$ cat src/rtl/regfile_wb_arbiter_if.sv
// rtl/regfile_wb_arbiter_if.sv - write-back arbiter bus bundle
// Groups pipeline, B unit, decode and register-file port signals.
interface regfile_wb_arbiter_if;
  logic        a_valid;
  logic [4:0]  a_addr;
  logic [31:0] a_data;
  logic        a_hold;
  logic        a_drop;
  logic        b_issue;
  logic [4:0]  b_issue_addr;
  logic        b_valid;
  logic [4:0]  b_addr;
  logic [31:0] b_data;
  logic        b_ready;
  logic [4:0]  rd_addr1;
  logic [4:0]  rd_addr2;
  logic        rd_hazard;
  logic        wr_en;
  logic [4:0]  wr_addr;
  logic [31:0] wr_data;

  modport slave (
    input  a_valid, a_addr, a_data, b_issue, b_issue_addr,
           b_valid, b_addr, b_data, rd_addr1, rd_addr2,
    output a_hold, a_drop, b_ready, rd_hazard, wr_en, wr_addr, wr_data
  );

  modport master (
    output a_valid, a_addr, a_data, b_issue, b_issue_addr,
           b_valid, b_addr, b_data, rd_addr1, rd_addr2,
    input  a_hold, a_drop, b_ready, rd_hazard, wr_en, wr_addr, wr_data
  );
endinterface

$ cat src/rtl/regfile_wb_arbiter.sv
// rtl/regfile_wb_arbiter.sv - register file write-port arbiter with busy scoreboard
// A has fixed priority; B gets a forced grant after STARVE_LIMIT lost cycles.
module regfile_wb_arbiter #(
  parameter int STARVE_LIMIT = 4
) (
  input  logic                 clk,
  input  logic                 clk_reset,
  regfile_wb_arbiter_if.slave  bus
);

  localparam logic [0:0] NORMAL  = 1'b0;
  localparam logic [0:0] FORCE_B = 1'b1;
  localparam logic [3:0] LIMIT   = 4'(STARVE_LIMIT);

  logic [0:0]  state, state_nxt;
  logic [3:0]  cnt, cnt_nxt;
  logic [31:0] busy, busy_nxt;
  logic        a_drop_q;
  logic        wr_en_q, wr_en_nxt;
  logic [4:0]  wr_addr_q, wr_addr_nxt;
  logic [31:0] wr_data_q, wr_data_nxt;
  logic        force_b, b_ready, b_acc, a_win;
  logic        hz1, hz2;

  assign force_b = (state == FORCE_B);
  assign b_ready = force_b | ~bus.a_valid;
  assign b_acc   = bus.b_valid & b_ready;
  assign a_win   = ~force_b & bus.a_valid;

  always_comb begin
    cnt_nxt   = cnt;
    state_nxt = state;
    // Leaving FORCE_B always restarts the count, even on a protocol-error exit.
    if (b_acc || force_b) begin
      cnt_nxt = 4'd0;
    end else if (bus.b_valid && cnt != LIMIT) begin
      cnt_nxt = cnt + 4'd1;
    end
    if (force_b) begin
      state_nxt = NORMAL;
    end else if (bus.b_valid && !b_ready && cnt_nxt == LIMIT) begin
      state_nxt = FORCE_B;
    end
  end

  always_comb begin
    wr_en_nxt   = 1'b0;
    wr_addr_nxt = wr_addr_q;
    wr_data_nxt = wr_data_q;
    if (a_win) begin
      wr_en_nxt   = (bus.a_addr != 5'd0);
      wr_addr_nxt = bus.a_addr;
      wr_data_nxt = bus.a_data;
    end else if (b_acc) begin
      wr_en_nxt   = (bus.b_addr != 5'd0);
      wr_addr_nxt = bus.b_addr;
      wr_data_nxt = bus.b_data;
    end
  end

  // Clear before set so a same-cycle issue to the accepted register stays busy.
  always_comb begin
    busy_nxt = busy;
    if (b_acc) begin
      busy_nxt[bus.b_addr] = 1'b0;
    end
    if (bus.b_issue && bus.b_issue_addr != 5'd0) begin
      busy_nxt[bus.b_issue_addr] = 1'b1;
    end
  end

  always_ff @(posedge clk or posedge clk_reset) begin
    if (clk_reset) begin
      state     <= NORMAL;
      cnt       <= 4'd0;
      busy      <= 32'd0;
      a_drop_q  <= 1'b0;
      wr_en_q   <= 1'b0;
      wr_addr_q <= 5'd0;
      wr_data_q <= 32'd0;
    end else begin
      state     <= state_nxt;
      cnt       <= cnt_nxt;
      busy      <= busy_nxt;
      a_drop_q  <= force_b & bus.a_valid;
      wr_en_q   <= wr_en_nxt;
      wr_addr_q <= wr_addr_nxt;
      wr_data_q <= wr_data_nxt;
    end
  end

  // The wr_en term covers the cycle between accept and register-file update.
  assign hz1 = (bus.rd_addr1 != 5'd0) &&
               (busy[bus.rd_addr1] || (wr_en_q && wr_addr_q == bus.rd_addr1));
  assign hz2 = (bus.rd_addr2 != 5'd0) &&
               (busy[bus.rd_addr2] || (wr_en_q && wr_addr_q == bus.rd_addr2));

  assign bus.b_ready   = b_ready;
  assign bus.rd_hazard = hz1 | hz2;
  assign bus.a_hold    = force_b;
  assign bus.a_drop    = a_drop_q;
  assign bus.wr_en     = wr_en_q;
  assign bus.wr_addr   = wr_addr_q;
  assign bus.wr_data   = wr_data_q;

endmodule

$ cat src/flat_wrapper.sv
// flat-port wrapper written by rule: the top's interface ports become plain ports
module regfile_wb_arbiter_flat 
#(
  parameter int STARVE_LIMIT = 4
)
  (clk, clk_reset, bus_a_valid, bus_a_addr, bus_a_data, bus_b_issue, bus_b_issue_addr, bus_b_valid, bus_b_addr, bus_b_data, bus_rd_addr1, bus_rd_addr2, bus_a_hold, bus_a_drop, bus_b_ready, bus_rd_hazard, bus_wr_en, bus_wr_addr, bus_wr_data);
  regfile_wb_arbiter_if bus_i ();
  input  logic clk;
  input  logic clk_reset;
  input wire logic [$bits(bus_i.a_valid)-1:0] bus_a_valid;
  input wire logic [$bits(bus_i.a_addr)-1:0] bus_a_addr;
  input wire logic [$bits(bus_i.a_data)-1:0] bus_a_data;
  input wire logic [$bits(bus_i.b_issue)-1:0] bus_b_issue;
  input wire logic [$bits(bus_i.b_issue_addr)-1:0] bus_b_issue_addr;
  input wire logic [$bits(bus_i.b_valid)-1:0] bus_b_valid;
  input wire logic [$bits(bus_i.b_addr)-1:0] bus_b_addr;
  input wire logic [$bits(bus_i.b_data)-1:0] bus_b_data;
  input wire logic [$bits(bus_i.rd_addr1)-1:0] bus_rd_addr1;
  input wire logic [$bits(bus_i.rd_addr2)-1:0] bus_rd_addr2;
  output wire logic [$bits(bus_i.a_hold)-1:0] bus_a_hold;
  output wire logic [$bits(bus_i.a_drop)-1:0] bus_a_drop;
  output wire logic [$bits(bus_i.b_ready)-1:0] bus_b_ready;
  output wire logic [$bits(bus_i.rd_hazard)-1:0] bus_rd_hazard;
  output wire logic [$bits(bus_i.wr_en)-1:0] bus_wr_en;
  output wire logic [$bits(bus_i.wr_addr)-1:0] bus_wr_addr;
  output wire logic [$bits(bus_i.wr_data)-1:0] bus_wr_data;
  assign bus_i.a_valid = bus_a_valid;
  assign bus_i.a_addr = bus_a_addr;
  assign bus_i.a_data = bus_a_data;
  assign bus_i.b_issue = bus_b_issue;
  assign bus_i.b_issue_addr = bus_b_issue_addr;
  assign bus_i.b_valid = bus_b_valid;
  assign bus_i.b_addr = bus_b_addr;
  assign bus_i.b_data = bus_b_data;
  assign bus_i.rd_addr1 = bus_rd_addr1;
  assign bus_i.rd_addr2 = bus_rd_addr2;
  assign bus_a_hold = bus_i.a_hold;
  assign bus_a_drop = bus_i.a_drop;
  assign bus_b_ready = bus_i.b_ready;
  assign bus_rd_hazard = bus_i.rd_hazard;
  assign bus_wr_en = bus_i.wr_en;
  assign bus_wr_addr = bus_i.wr_addr;
  assign bus_wr_data = bus_i.wr_data;
  regfile_wb_arbiter #(.STARVE_LIMIT(STARVE_LIMIT)) u_core (.clk(clk), .clk_reset(clk_reset), .bus(bus_i));
endmodule
$ cat config.mk
export PLATFORM = sky130hd
export DESIGN_NAME = regfile_wb_arbiter_flat
export DESIGN_NICKNAME = d
export VERILOG_FILES = /design/src/rtl/regfile_wb_arbiter_if.sv /design/src/rtl/regfile_wb_arbiter.sv /design/src/flat_wrapper.sv
export SDC_FILE = /design/constraint.sdc
export NUM_CORES = 1
export LEC_CHECK = 0
export BUFFER_PORTS_ARGS = -buffer_cell sky130_fd_sc_hd__buf_2
export CAP_MARGIN = 10
export CORE_MARGIN = 5
export CORE_UTILIZATION = 45
export CTS_BUF_LIST = sky130_fd_sc_hd__clkbuf_4
export CTS_CLUSTER_SIZE = 10
export DETAILED_ROUTE_END_ITERATION = 10
export PLACE_DENSITY = 0.7
export SYNTH_ARGS = -nofsm -noshare
export SYNTH_HDL_FRONTEND = slang
export SYNTH_SLANG_ARGS = --single-unit
export TNS_END_PERCENT = 100
$ cat constraint.sdc
create_clock -name clk -period 4.74 [get_ports clk]
set_input_delay 0.237 -clock clk [delete_from_list [all_inputs] [get_ports clk]]
set_output_delay 0.237 -clock clk [all_outputs]
set_load 0.01 [all_outputs]
; ---- Yosys cells after proc, flatten, opt, wreduce, memory -nomap -nowiden
; Index checks and enable logic that the tools add are counted.
[totals]
out_inout_bits = 42
in_bits = 94
register_bits = 76
[op_classes]
n_reduce_logical = 20
eq_ne = 4
add_sub_neg = 1
mux = 20
n_lt_le_gt_ge = 6
bitwise = 10
[op_table]
columns = op, count
row1 = $mux W32, 4
row2 = $and A32 B32 Y32, 1
row3 = $not A32 Y32, 1
row4 = $or A32 B32 Y32, 1
row5 = $reduce_bool A5 Y1, 5
row6 = $lt A5 B6 Y1 const B, 4
row7 = $bmux W1 S5, 2
row8 = $demux W1 S5, 2
row9 = $eq A5 B5 Y1, 2
row10 = $ge A5 B1 Y1 const B, 2
row11 = $logic_and A1 B1 Y1, 10
row12 = $mux W5, 2
row13 = $mux W1, 8
row14 = $mux W4, 2
row15 = $add A4 B1 Y4 const B, 1
row16 = $eq A4 B3 Y1 const B, 1
row17 = $ne A4 B3 Y1 const B, 1
row18 = $and A1 B1 Y1, 3
row19 = $logic_or A1 B1 Y1, 3
row20 = $not A1 Y1, 2
row21 = $or A1 B1 Y1, 2
row22 = $reduce_bool A2 Y1, 1
row23 = $logic_not A1 Y1, 1

; ---- Logic depth before layout (Yosys ltp)
; Gate-level depths: netlist of the first run.
[depth]
ltp_word = 9
ltp_mapped = 7
depth_no_buf = 7

; ---- Worst setup path before layout of the first run
; Ideal clock, no wire load.
[synth_path]
kind = input port to output port
startpoint = input bus_rd_addr2[0]
endpoint = output bus_rd_hazard
slack_ns = 2.765
arrival_ns = 1.738
t_required_ns = 4.503
stages = 5
path_buffers = 1
path_cell_list = buf_2 mux4_2 mux4_2 nor3_1 o32ai_1
[synth_between]
elab_chain_cells = 5
elab_cells_between_ends = 8
classes_between = eq/ne: 1 / mux: 2 / bitwise: 1 / reduce/logical: 4
[synth_lines]
columns = item, line
row1 = start: declaration, flat_wrapper.sv:19  ; input wire logic [$bits(bus_i.rd_addr2)-1:0] bus_rd_addr2;
row2 = $bmux W1 S5 or $eq A5 B5 Y1 (tied branches), regfile_wb_arbiter.sv:96  ; (busy[bus.rd_addr2] || (wr_en_q && wr_addr_q == bus.rd_addr2));
row3 = $mux W1 (not written as such) or $logic_and A1 B1 Y1 (tied branches), regfile_wb_arbiter.sv:96
row4 = $logic_or A1 B1 Y1, regfile_wb_arbiter.sv:96
row5 = $logic_and A1 B1 Y1 (*), regfile_wb_arbiter.sv:95  ; assign hz2 = (bus.rd_addr2 != 5'd0) &&
row6 = $or A1 B1 Y1 (*), regfile_wb_arbiter.sv:99  ; assign bus.rd_hazard = hz1 | hz2;
row7 = end: declaration, flat_wrapper.sv:23  ; output wire logic [$bits(bus_i.rd_hazard)-1:0] bus_rd_hazard;
; Mark *: on every way between the ends. The rest lies on a longest branch, timed or not. The select of a mux whose other input is x is not followed.

; ---- Worst setup path after layout of the first run
[layout_path]
startpoint = register u_core.busy[11]
endpoint = output bus_rd_hazard
[layout_between]
elab_chain_cells = 5
elab_cells_between_ends = 9
classes_between = mux: 4 / bitwise: 1 / reduce/logical: 4
[layout_lines]
columns = item, line
row1 = start: declaration, regfile_wb_arbiter.sv:17  ; logic [31:0] busy, busy_nxt;
row2 = start signal: assignment, regfile_wb_arbiter.sv:84  ; busy <= busy_nxt;
row3 = "$bmux W1 S5, on equally long branches", "regfile_wb_arbiter.sv:94, regfile_wb_arbiter.sv:96"
row4 = "$mux W1, on equally long branches", "regfile_wb_arbiter.sv:94, regfile_wb_arbiter.sv:96"
row5 = "$logic_or A1 B1 Y1, on equally long branches", "regfile_wb_arbiter.sv:94, regfile_wb_arbiter.sv:96"
row6 = "$logic_and A1 B1 Y1, on equally long branches", "regfile_wb_arbiter.sv:93, regfile_wb_arbiter.sv:95"
row7 = $or A1 B1 Y1 (*), regfile_wb_arbiter.sv:99
; Marks and branches as above.

==> impl_metrics.env, run 1 <==
export IMPL_layout_drive_gt1_share_pct=32.2
export IMPL_grt_pass1_wl_um=18200
export IMPL_status="completed"
export IMPL_grt_antenna_before_repair=0
export IMPL_ys_warn_count=0
export IMPL_async_flop_share_pct=100
export IMPL_cellLeakagePower_nw=2.43
export IMPL_fin_nets=625
export IMPL_cts_root_buf="clkbuf_4"
export IMPL_hold_viol=0
export IMPL_cts_buffer_depth=2
export IMPL_path_buf_inv=1
export IMPL_num_vias=3627
export IMPL_cts_tree="done"
export IMPL_r2r_cells=4
export IMPL_holdPathStages=3
export IMPL_num_io_pins=136
export IMPL_final_area_sq_um=5130
export IMPL_multiInputGateArea_sq_um=2080
export IMPL_drc_errors=0
export IMPL_die_h_um=106
export IMPL_design_die_area_sq_um=11100
export IMPL_crit_arrival_ps=2250
export IMPL_fin_crit_ps=2490
export IMPL_reg2reg_from="u_core.bus.a_hold"
export IMPL_drt_initial_drc_count=357
export IMPL_die_w_um=106
export IMPL_syn_area_sq_um=4110
export IMPL_port_buffer_count=135
export IMPL_tightest_slew_ps=753
export IMPL_diodes=0
export IMPL_crit_required_ps=4500
export IMPL_cp_slowest_stage_delay_ps=500
export IMPL_timing_max_cap_violations=0
export IMPL_peakVddDrop_mv=0.144
export IMPL_initial_core_util_pct=46.7
export IMPL_yosysSeqAreaShare_pct=46.3
export IMPL_maxSlewHeadroom_pct=49.8
export IMPL_cp_slowest_cell="mux4_1"
export IMPL_antenna_left=0
export IMPL_slew_violations=0
export IMPL_path_class="register to output port"
export IMPL_post_cts_setup_buffer_count=0
export IMPL_fin_crit_sh_pct=52.5
export IMPL_synthToLayoutAreaGrowth_pct=24.8
export IMPL_ys_seq_elements=76
export IMPL_min_to="u_core.bus.wr_data[7]"
export IMPL_timing_rr_end="u_core.bus.a_hold"
export IMPL_grt_overflow=0
export IMPL_fin_tns_setup_ps=0
export IMPL_use_met1_pct=27.0
export IMPL_synth_flop_cell="dfrtp_1"
export IMPL_hp_start="bus_a_data[7]"
export IMPL_synth_cell_types=42
export IMPL_grt_util_met3_pct=5.56
export IMPL_clk_pin_slew_ps=140
export IMPL_clock_sinks=76
export IMPL_ff2ff_setup_slack_ps=2880
export IMPL_cts_buffers=9
export IMPL_seq_area_sq_um=1900
export IMPL_fillers=757
export IMPL_coreArea_sq_um=8810
export IMPL_crit_path_max_fanout=3
export IMPL_fin_skew_ps=18.6
export IMPL_grt_setup_unrepaired="false"
export IMPL_path_cells="mux4_1, mux2_2, a2111oi_2, o32ai_1, buf_2"
export IMPL_cp_end_kind="output port"
export IMPL_vias_per_cell=5.65
export IMPL_rows=34
export IMPL_wl_per_cell_um=17.9
export IMPL_htree_levels=3
export IMPL_setup_viol=0
export IMPL_dp_cells=616
export IMPL_busiest_layer="met2"
export IMPL_first_pass_iters=5
export IMPL_drt_total_wl_um=11500
export IMPL_synthesis_nets=493
export IMPL_synth_edf_count=0
export IMPL_netlist_instances=397
export IMPL_grt_pass1_vias=3463
export IMPL_place_area_sq_um=4840
export IMPL_dp_hpwl_um=8790
export IMPL_synth_area_per_cell_sq_um=10.3
export IMPL_hp_class="input pin to register"
export IMPL_gp_congestion=0.856
export IMPL_grt_usage_pct=20.3
export IMPL_gr_usage_met2_pct=32.8
export IMPL_final_cells=642
export IMPL_clock_fmax_mhz=402
export IMPL_worst_setup_path_start_kind="register"
export IMPL_insertion_delay_ps=420
export IMPL_cellPowerDensity_nw_per_um2=353
export IMPL_grt_max_degree=50
export IMPL_crit_family="multiplexers"
[synth_stat cells (3+ instances only)]
master | instances | area share [%]
o21ai_0 | 96 | 12
dfrtp_1 | 76 | 46
nand2_1 | 52 | 4.8
mux2i_1 | 39 | 9.5
clkbuf_1 | 22 | 2.0
mux4_2 | 10 | 5.5
nand3_1 | 10 | 1.2
nor2_1 | 10 | 0.91
mux4_1 | 8 | 5.1
nor2b_1 | 7 | 1.1
xnor2_1 | 7 | 1.5
inv_1 | 6 | 0.55
xor2_1 | 6 | 1.3
nand3b_1 | 5 | 0.91
nand4_1 | 5 | 0.76
nand2b_1 | 3 | 0.46
[layer usage]
metal,wire [um],vias to the layer above,part of all wire (%)
met5,0,-,0
met4,216,0,1.9
met3,860,26,7.5
met2,5630,138,49
met1,4780,1756,42
li1,-,1707,-
[where the power goes]
| group | switching, mW | leakage, nW | internal, mW |
|---|---|---|---|
| Clock | 0.225 | 0.101 | 0.274 |
| Sequential | 0.0953 | 0.921 | 0.763 |
| Combinational | 0.226 | 1.41 | 0.225 |
| Total | 0.546 | 2.43 | 1.26 |
[sequential cells by signal (all words and copies together), names as in the netlist]
register            count
u_core.bus.wr_data     32
u_core.busy            32
u_core.bus.wr_addr      5
u_core.cnt              4
u_core.bus.a_drop       1
u_core.bus.a_hold       1
u_core.bus.wr_en        1
[metrics by stage]
| stage | power, mW | hold WS [ps] | utilization (%) | worst slack (ps) |
|---|---|---|---|---|
| floorplan | 1.13 | 354 | - | 2560 |
| global placement | 1.29 | 392 | 54.9 | 2500 |
| finish | 1.81 | 23.3 | 58.2 | 2250 |
| detailed placement | 1.31 | 397 | 54.9 | 2490 |
| CTS | 1.82 | 1.70 | 58.2 | 2210 |
| global route | 1.91 | 6.16 | 58.2 | 2140 |
[final cells by class]
class,instances,share of cell area (%)
Timing Repair Buffer,148,15.6
Inverter,6,0.439
Sequential cell,76,37.1
Clock buffer,10,1.46
Clock inverter,6,2.20
Multi-Input combinational cell,288,40.6
Tap cell,108,2.64
[worst min-delay path: stages]
cell     delay (ps)
buf_2            70
nand2_1          30
o21ai_0          70
[cells in the final DEF (no fill, tap or decap), types with 3 or more instances in the layout]
master	instances
buf_2	135
buf_4	3
bufinv_16	3
clkbuf_4	10
dfrtp_1	76
dlygate4sd3_1	10
inv_1	5
mux2i_1	39
mux4_1	8
mux4_2	10
nand2_1	52
nand2b_1	3
nand3_1	10
nand3b_1	5
nand4_1	5
nor2_1	10
nor2b_1	6
o21ai_0	96
xnor2_1	7
xor2_1	6
[how the worst max path moves through the flow]
stage | start | endpoint | slack, ps | depth (start not counted)
4_1_cts | u_core.busy[11] | bus_rd_hazard | 2210 | 5
2_1_floorplan | clk_reset | u_core.bus.a_drop | 2560 | 1
6_report | u_core.busy[11] | bus_rd_hazard | 2250 | 5
3_3_place_gp | bus_rd_addr1[0] | bus_rd_hazard | 2500 | 6
5_1_grt | u_core.busy[11] | bus_rd_hazard | 2140 | 5
3_5_place_dp | bus_rd_addr1[0] | bus_rd_hazard | 2490 | 6
[kinds of logic (layout without fill, tap and decap cells)]
| logic type | after synthesis | count (layout) | share of synthesized area (%) |
|---|---|---|---|
| and+or+nand+nor | 108 | 108 | 12.8 |
| AOI/OAI and AO/OA | 107 | 107 | 13.9 |
| DFF | 76 | 76 | 46.3 |
| muxes | 58 | 58 | 20.4 |
| buffers and inverters | 33 | 170 | 3.26 |
| xor gates and xnor gates | 13 | 13 | 2.77 |
| adders and majority gates | 2 | 2 | 0.609 |
[timing repair]
action | in CTS | in global routing
gates resized for setup | 0 | 0
hold buffers | 10 | 0
hold endpoints to repair | 42 | 0
Note: power is estimated with default switching activity, not from simulation.
==> inputs of run 2 (changes only) <==
--- a/config.mk
+++ b/config.mk
@@ -5,6 +5,7 @@
 export SDC_FILE = /design/constraint.sdc
 export NUM_CORES = 1
 export LEC_CHECK = 0
+export ABC_AREA = 1
 export BUFFER_PORTS_ARGS = -buffer_cell sky130_fd_sc_hd__buf_2
 export CAP_MARGIN = 10
 export CORE_MARGIN = 5
@@ -12,7 +13,7 @@
 export CTS_BUF_LIST = sky130_fd_sc_hd__clkbuf_4
 export CTS_CLUSTER_SIZE = 10
 export DETAILED_ROUTE_END_ITERATION = 10
-export PLACE_DENSITY = 0.7
+export PLACE_DENSITY = 0.73
 export SYNTH_ARGS = -nofsm -noshare
 export SYNTH_HDL_FRONTEND = slang
 export SYNTH_SLANG_ARGS = --single-unit
==> constraint.sdc (replaced) <==
create_clock -name clk -period 2 [get_ports clk]
set_input_delay 0.1 -clock clk [delete_from_list [all_inputs] [get_ports clk]]
set_output_delay 0.1 -clock clk [all_outputs]
set_load 0.01 [all_outputs]
==> impl_metrics.env, run 2 <==
export IMPL_status="completed"
export IMPL_dp_hpwl_um=9900
export IMPL_clock_fmax_mhz=555
export IMPL_die_w_um=107
export IMPL_synth_top_area_share_pct=44.6
export IMPL_cellPowerDensity_nw_per_um2=716
export IMPL_whs_ps=37.6
export IMPL_netlist_instances=591
export IMPL_coreArea_sq_um=9240
export IMPL_syn_area_sq_um=4260
export IMPL_port_buffer_count=135
export IMPL_htree_levels=3
export IMPL_r2r_cells=7
export IMPL_total_power_mw=4.24
export IMPL_num_vias=5000
export IMPL_hp_class="input pin to register"
export IMPL_crit_arrival_ps=1700
export IMPL_synth_cell_types=30
export IMPL_final_area_sq_um=5910
export IMPL_clock_sinks=76
export IMPL_synthToLayoutAreaGrowth_pct=38.7
export IMPL_layout_drive_gt1_share_pct=20.6
export IMPL_fin_crit_ps=1800
export IMPL_clk_pin_slew_ps=110
export IMPL_postCtsHoldBufs=76
export IMPL_fin_nets=894
export IMPL_post_place_ws_ps=435
export IMPL_cts_root_buf="clkbuf_4"
export IMPL_synth_common_cells="nand2_1 (193), nand3_1 (100), dfrtp_1 (76)"
export IMPL_final_common_cell="nand2_1"
export IMPL_initial_core_util_pct=46.1
export IMPL_maxSlewHeadroom_pct=73.3
export IMPL_grt_overflow=0
export IMPL_design_die_area_sq_um=11500
export IMPL_cellLeakagePower_nw=3.03
export IMPL_final_cell_mix="nand2_1 (193), buf_2 (135), nand3_1 (100), dlygate4sd3_1 (76), dfrtp_1 (76)"
export IMPL_ff2ff_setup_slack_ps=360
export IMPL_finalWorstSetupSlack_ps=197
export IMPL_fin_crit_sh_pct=90.2
export IMPL_grt_max_degree=77
export IMPL_synth_area_per_cell_sq_um=7.22
export IMPL_grt_pass1_wl_um=23900
export IMPL_fillers=796
export IMPL_cts_buffer_depth=2
export IMPL_peakVddDrop_mv=0.393
export IMPL_synth_area_top_cells="dfrtp_1 (45%), nand2_1 (17%), nand3_1 (12%)"
export IMPL_synth_area_leader_cell="dfrtp_1"
export IMPL_rows=35
export IMPL_insertion_delay_ps=430
export IMPL_synth_edf_count=0
export IMPL_crit_required_ps=1900
export IMPL_num_io_pins=136
export IMPL_async_flop_share_pct=100
export IMPL_hold_viol=0
export IMPL_cp_end_kind="output port"
export IMPL_grt_usage_pct=25.8
export IMPL_drt_initial_drc_count=514
export IMPL_tightest_slew_ps=400
export IMPL_fin_tns_setup_ps=0
export IMPL_fin_skew_ps=15.9
export IMPL_setup_viol=0
export IMPL_cts_buffers=9
export IMPL_vias_per_cell=5.36
export IMPL_worst_setup_path_start_kind="register"
export IMPL_drt_total_wl_um=14800
export IMPL_holdPathStages=4
export IMPL_post_cts_setup_buffer_count=0
export IMPL_synthesis_nets=687
export IMPL_place_area_sq_um=5020
export IMPL_crit_path_max_fanout=3
export IMPL_synth_most_common_cell="nand2_1"
export IMPL_gp_congestion=0.986
export IMPL_yosysSeqAreaShare_pct=44.6
export IMPL_die_h_um=107
export IMPL_grt_antenna_before_repair=0
export IMPL_path_class="register to output port"
export IMPL_timing_max_cap_violations=0
export IMPL_post_cts_resized=0
export IMPL_ys_seq_elements=76
export IMPL_slew_violations=0
export IMPL_drc_errors=0
export IMPL_grt_setup_unrepaired="false"
export IMPL_cts_tree="done"
export IMPL_antenna_left=0
export IMPL_wl_per_cell_um=15.9
export IMPL_grt_pass1_vias=5025
export IMPL_ys_warn_count=0
export IMPL_synth_flop_cell="dfrtp_1"
export IMPL_first_pass_iters=5
-- run 2: worst paths after layout --
path                                        startpoint                      to
worst max-delay path                   u_core.busy[29]           bus_rd_hazard
worst min-delay path               bus_b_issue_addr[2]         u_core.busy[17]
max in group asynchronous                    clk_reset           u_core.cnt[0]
min in group asynchronous                    clk_reset  u_core.bus.wr_data[13]
worst min register to register  u_core.bus.wr_data[23]  u_core.bus.wr_data[23]
worst max register to register       u_core.bus.a_hold          u_core.busy[2]
-- run 2: logic make-up after synthesis --
group | share of synthesized area [%]
xor gates and xnor gates | 0.822
DFF | 44.6
adders and majority gates | 0.587
buffers and inverters | 10.4
and+or+nand+nor | 32.8
AOI/OAI and AO/OA | 10.8
-- run 2: where the power goes --
group	switching (mW)	internal (mW)	leakage, nW
Combinational	0.769	0.528	2.04
Clock	0.558	0.376	0.0722
Sequential	0.193	1.81	0.915
Total	1.52	2.72	3.03
-- run 2: layout make-up --
cell class / count / area (sq um) / share of cell area (%)
clock buffers: 9 / 67.6 / 1.14
clock inverters: 6 / 65.1 / 1.10
well taps: 129 / 161 / 2.73
diodes: 2 / 5.00 / 0.0846
flip-flops and latches: 76 / 1900 / 32.2
multi-input cells: 414 / 1920 / 32.4
repair buffers: 215 / 1480 / 25.0
inverters: 82 / 317 / 5.35
-- run 2: per-layer routing --
layer  vias to the layer above  track usage (%)  part of all wire [%]
li1                       2335                -                     -
met1                      2357             33.0                    41
met2                       252             42.5                    47
met3                        56             4.92                   7.1
met4                         0             11.7                   4.0
met5                         -                0                     0
-- run 2: critical path, stage by stage (launching register included) --
cell and delay [ps]:
dfrtp_1 380, inv_1 130, nand2_1 90, nand3_1 110
nand3_1 80, nand3_1 80, nand2_1 50, nand2_1 50
nand3_1 70, nand2_1 60, nand2_1 50, buf_2 130
-- run 2: stage by stage --
stage,utilization [%],std cells
global placement,54.3,840
global route,64.0,931
floorplan,-,591
CTS,64.0,931
detailed placement,54.3,840
finish,64.0,933
